[src/rtl/srrc_prac_hb_filter_if.sv]
// Sample-stream bundle for the SRRC halfband stage: halfband-rate enable,
// input sample and registered filtered output, all 1s17.
interface srrc_prac_hb_filter_if;
  logic               hb_clk_en;
  logic signed [17:0] x;
  logic signed [17:0] y;

  modport master (output hb_clk_en, output x, input y);
  modport slave  (input hb_clk_en, input x, output y);
endinterface

[src/rtl/srrc_prac_hb_filter.sv]
// 15-tap symmetric halfband FIR (1s17 in/out), advanced only on hb_clk_en.
// Define HB_SATURATE_EN to clamp the output instead of wrapping on overflow.
module srrc_prac_hb_filter #(
  parameter logic signed [17:0] C1     = 18'sd40960,
  parameter logic signed [17:0] C3     = -18'sd11264,
  parameter logic signed [17:0] C5     = 18'sd4096,
  parameter logic signed [17:0] C7     = -18'sd1024,
  parameter logic signed [17:0] CENTER = 18'sd65536
) (
  input  logic                  sys_clk,
  input  logic                  reset,
  srrc_prac_hb_filter_if.slave  hb
);

  logic signed [17:0] d_r [15];
  logic signed [17:0] y_r;

  logic signed [18:0] pre_s  [4];
  logic signed [36:0] prod_s [4];
  logic signed [35:0] prod_c_s;
  logic signed [39:0] sum_s;
  logic signed [17:0] y_next_s;

  // Floor shift by 17, then reduce to 18 bits (clamp or two's-complement wrap).
  function automatic logic signed [17:0] reduce_f(input logic signed [39:0] s);
    logic signed [39:0] sh;
    sh = s >>> 17;
`ifdef HB_SATURATE_EN
    if (sh > 40'sd131071) begin
      reduce_f = 18'sh1FFFF;
    end else if (sh < -40'sd131072) begin
      reduce_f = 18'sh20000;
    end else begin
      reduce_f = sh[17:0];
    end
`else
    reduce_f = sh[17:0];
`endif
  endfunction

  // Symmetric pre-add of mirrored taps; odd taps are zero so only four pairs exist.
  always_comb begin
    pre_s[0] = {d_r[0][17], d_r[0]} + {d_r[14][17], d_r[14]};
    pre_s[1] = {d_r[2][17], d_r[2]} + {d_r[12][17], d_r[12]};
    pre_s[2] = {d_r[4][17], d_r[4]} + {d_r[10][17], d_r[10]};
    pre_s[3] = {d_r[6][17], d_r[6]} + {d_r[8][17], d_r[8]};
  end

  // Full-precision products and 40-bit accumulation from the pre-shift line.
  always_comb begin
    prod_s[0] = 37'(pre_s[0]) * 37'(C7);
    prod_s[1] = 37'(pre_s[1]) * 37'(C5);
    prod_s[2] = 37'(pre_s[2]) * 37'(C3);
    prod_s[3] = 37'(pre_s[3]) * 37'(C1);
    prod_c_s  = 36'(d_r[7]) * 36'(CENTER);
    sum_s     = 40'(prod_s[0]) + 40'(prod_s[1]) + 40'(prod_s[2])
              + 40'(prod_s[3]) + 40'(prod_c_s);
    y_next_s  = reduce_f(sum_s);
  end

  // Delay line and output register; reset dominates the enable.
  always_ff @(posedge sys_clk) begin
    if (reset) begin
      for (int k = 0; k < 15; k++) begin
        d_r[k] <= 18'sd0;
      end
      y_r <= 18'sd0;
    end else if (hb.hb_clk_en) begin
      d_r[0] <= hb.x;
      for (int k = 1; k < 15; k++) begin
        d_r[k] <= d_r[k-1];
      end
      y_r <= y_next_s;
    end else begin
      y_r <= y_r;
    end
  end

  assign hb.y = y_r;

endmodule

[src/flat_wrapper.sv]
// flat-port wrapper written by rule: the top's interface ports become plain ports
module srrc_prac_hb_filter_flat 
#(
  parameter logic signed [17:0] C1     = 18'sd40960,
  parameter logic signed [17:0] C3     = -18'sd11264,
  parameter logic signed [17:0] C5     = 18'sd4096,
  parameter logic signed [17:0] C7     = -18'sd1024,
  parameter logic signed [17:0] CENTER = 18'sd65536
)
  (sys_clk, reset, hb_hb_clk_en, hb_x, hb_y);
  srrc_prac_hb_filter_if hb_i ();
  input  logic sys_clk;
  input  logic reset;
  input wire logic [$bits(hb_i.hb_clk_en)-1:0] hb_hb_clk_en;
  input wire logic [$bits(hb_i.x)-1:0] hb_x;
  output wire logic [$bits(hb_i.y)-1:0] hb_y;
  assign hb_i.hb_clk_en = hb_hb_clk_en;
  assign hb_i.x = hb_x;
  assign hb_y = hb_i.y;
  srrc_prac_hb_filter #(.C1(C1), .C3(C3), .C5(C5), .C7(C7), .CENTER(CENTER)) u_core (.sys_clk(sys_clk), .reset(reset), .hb(hb_i));
endmodule
[config.mk]
export PLATFORM = sky130hd
export DESIGN_NAME = srrc_prac_hb_filter_flat
export DESIGN_NICKNAME = d
export VERILOG_FILES = /design/src/rtl/srrc_prac_hb_filter_if.sv /design/src/rtl/srrc_prac_hb_filter.sv /design/src/flat_wrapper.sv
export SDC_FILE = /design/constraint.sdc
export NUM_CORES = 1
export LEC_CHECK = 0
export BUFFER_PORTS_ARGS = -buffer_cell sky130_fd_sc_hd__buf_2
export CORE_AREA = 5 5 166 248
export CTS_BUF_LIST = sky130_fd_sc_hd__clkbuf_8 sky130_fd_sc_hd__clkbuf_16
export DETAILED_ROUTE_END_ITERATION = 12
export DIE_AREA = 0 0 171 253
export PLACE_DENSITY_LB_ADDON = 0.15
export SLEW_MARGIN = 10
export SYNTH_ARGS = -nofsm -noshare
export SYNTH_HDL_FRONTEND = slang
export SYNTH_SLANG_ARGS = --single-unit
[constraint.sdc]
create_clock -name sys_clk -period 25.9 [get_ports sys_clk]
set_clock_uncertainty 0.15 [all_clocks]
set_input_delay 5.18 -clock sys_clk [delete_from_list [all_inputs] [get_ports sys_clk]]
set_output_delay 5.18 -clock sys_clk [all_outputs]
set_load 0.005 [all_outputs]
==> results_dict.tcl <==
set metrics [dict create \
    synth_simple_gate_area_frac 0.150 \
    antenna_cells 0 \
    cts_setup_buffers 0 \
    synth_edf_count 270 \
    gr-total-overflow 0 \
    wire_per_inst_microns 19.1 \
    start_kind "flip-flop" \
    ys_seq_area_frac 0.441 \
    final_cell_area_sq_um 20900 \
    dp_cells 2164 \
    worstMarginPinSlew_ns 1.12 \
    rr_endpoint "u_core.hb.y[16]" \
    synth_top_family_by_area "adder cells" \
    cap_violations 0 \
    nets 1996 \
    grt_pass1_wl_microns 67200 \
    place_congestion 0.893 \
    finalCriticalPeriod_ns 9.05 \
    htree_levels 1 \
    drive_gt1_frac 0.0717 \
    layout_commonest_cell "edfxtp_1" \
    cp_slowest_cell "fa_1" \
    clock.fmax_mhz 110 \
    postCtsHoldBufs 0 \
    vias_per_cell 5.35 \
    tns_ns 0 \
    die_h_microns 253 \
    ys_ff_latch 288 \
    worst_r2r_startpoint "u_core.d_r[0][72]" \
    wirelength_microns 42400 \
    clk_pin_slew_ns 0.07 \
    hold_class "reg -> reg" \
    synth_cells 1654 \
    io_buffer_count 38 \
    coreArea_sq_um 38900 \
    clock_latency_ns 0.56 \
    cts-buffers-inserted 29 \
    num_rows 89 \
    syn_avg_cell_area_sq_um 11.6 \
    post_cts_resized 0 \
    grt_max_degree 119 \
    required_ns 26.21 \
    cts_tree "yes" \
    final_hold_viol_count 0 \
    cts.sinks 288 \
    io_pins 39 \
    cp_max_fo 6 \
    synth_compound_area_frac 0.0960 \
    post-route-period-util 0.350 \
    grt.total_usage 0.201 \
    met1_length_microns 16500 \
    dr_wl_met3_microns 1050 \
    post-route-drc-count 0 \
    setup.worst_path.start "u_core.d_r[0][72]" \
    crit_path_end_kind "flip-flop" \
    yosysWarnings 0 \
    async_reset_ff_frac 0 \
    final_cell_mix "270 x edfxtp_1, 208 x ha_1, 185 x and2_1, 155 x inv_1, 114 x nor2b_1" \
    setup-violations-final 0 \
    syn_area_sq_um 19200 \
    firstDrtPassIters 5 \
    r2r_cells 35 \
    root_buffer "clkbuf_16" \
    dieArea_sq_um 43300 \
    crit_end "u_core.hb.y[16]" \
    clockBufferDepth 3 \
    criticalPathCategory "reg -> reg" \
    syn2layout_area_growth_pct 8.72 \
    antenna_left 0 \
    min_path_cells 2 \
    muxShareOfSynthArea 0.00587 \
    fp.dieW_microns 171 \
    dp_hpwl_microns 32100 \
    arrival_ns 9.36 \
    first_iter_violations 723 \
    wl_met2_microns 22400 \
    r2r_setup_slack_ns 16.85 \
    yosys.area_share.xor_xnor 0.0593 \
    ys_types 72 \
    maxUsedRoutingLayer "met4" \
    vias 11800 \
    slew_headroom 0.253 \
    syn_nets 1955 \
    worst_path_most_repeated_cell "a21oi_1" \
    synth-main-ff-cell "edfxtp_1" \
    rsz0062_at_grt "no" \
    dpl_cell_area_sq_um 19900 \
    drv_slew 0 \
    antenna_found_initial 0 \
    start_util 0.494 \
    outcome "complete, no violations" \
    slowest_delay_ns 0.52 \
    synthAdderAreaFrac 0.211 \
    first_global_vias 12400 \
    stdcell_count 2216 \
]
-- final cells by class --
class                           count  area, sq um
Fill cell                        3396        18000
Multi-Input combinational cell   1177        10000
Sequential cell                   288         8470
Clock buffer                       33          792
Tap cell                          500          626
Inverter                          155          589
Timing Repair Buffer               44          238
Clock inverter                     19          130
-- through the flow --
| step | hold WS, ns | worst slack (ns) | utilization |
|---|---|---|---|
| floorplan | 0.312 | 14.33 | - |
| global placement | 0.310 | 17.05 | 0.513 |
| detailed placement | 0.316 | 16.88 | 0.513 |
| CTS | 0.326 | 16.85 | 0.537 |
| global route | 0.356 | 16.12 | 0.537 |
| finish | 0.321 | 16.85 | 0.537 |
-- registers in the layout (all words and copies together) (netlist names) --
name	count
u_core.d_r	270
u_core.hb.y	18
-- metal layers --
| layer | vias to the layer above | global-route usage |
|---|---|---|
| met5 | - | 0 |
| met4 | 0 | 0.101 |
| met3 | 86 | 0.0214 |
| met2 | 173 | 0.373 |
| met1 | 5709 | 0.224 |
| li1 | 5877 | - |
-- logic make-up (layout without fill, tap and decap cells) --
family,after synthesis,in the layout
AND/OR/NAND/NOR,493,493
flip-flops,288,288
adder cells (fa/ha/maj),280,280
AO/OA/AOI/OAI,267,267
buffers and inverters,189,251
XOR/XNOR,126,126
multiplexers,11,11
-- critical path, delay by kind of cell (launching register included) --
kind            cells  cell delay (ns)
compound gates     17             3.17
xor+xnor            5             0.98
fa+ha+maj           9             3.54
buf+inv             1             0.04
flops               1             0.40
simple gates        3             0.68
-- synthesized netlist by cell type, drive strengths merged, types with 5 or more instances --
cell    count  area, sq um
ha        208         2600
o21ai      41          209
nor4        5         46.3
nand4       6         37.5
xor2       39          342
nor2b     115          719
o211ai      8         60.1
o21bai     20          150
nor3       26          130
a31oi       7         43.8
xnor2      85          752
a21oi      78          413
or3        12         76.3
mux2i       9         90.1
o31ai       8         65.1
nand3      18         90.1
nor2       64          240
and2      185         1160
a211oi      9         77.6
o31a        5         43.8
a22o        8         70.1
o41ai       5         70.1
a21o       40          303
fa         72         1440
clkbuf     33          124
and3       10         67.6
inv       155          582
dfxtp      18          360
o21a       11         82.6
nand2b     18          113
edfxtp    270         8110
nand2      21         78.8
-- worst min-delay path by stage --
stage | slack, ns | endpoint | startpoint
after global placement | 0.31 | u_core.hb.y[6] | u_core.hb.y[6]
after detailed placement | 0.32 | u_core.hb.y[6] | u_core.hb.y[6]
after global routing | 0.36 | u_core.hb.y[15] | u_core.hb.y[15]
after floorplan | 0.31 | u_core.hb.y[6] | u_core.hb.y[6]
after CTS | 0.33 | u_core.hb.y[6] | u_core.hb.y[6]
final | 0.32 | u_core.hb.y[6] | u_core.hb.y[6]
Power is left out: the tool's default activity adds up to more than one toggle a clock period on the data nets, which glitch-free logic cannot reach.
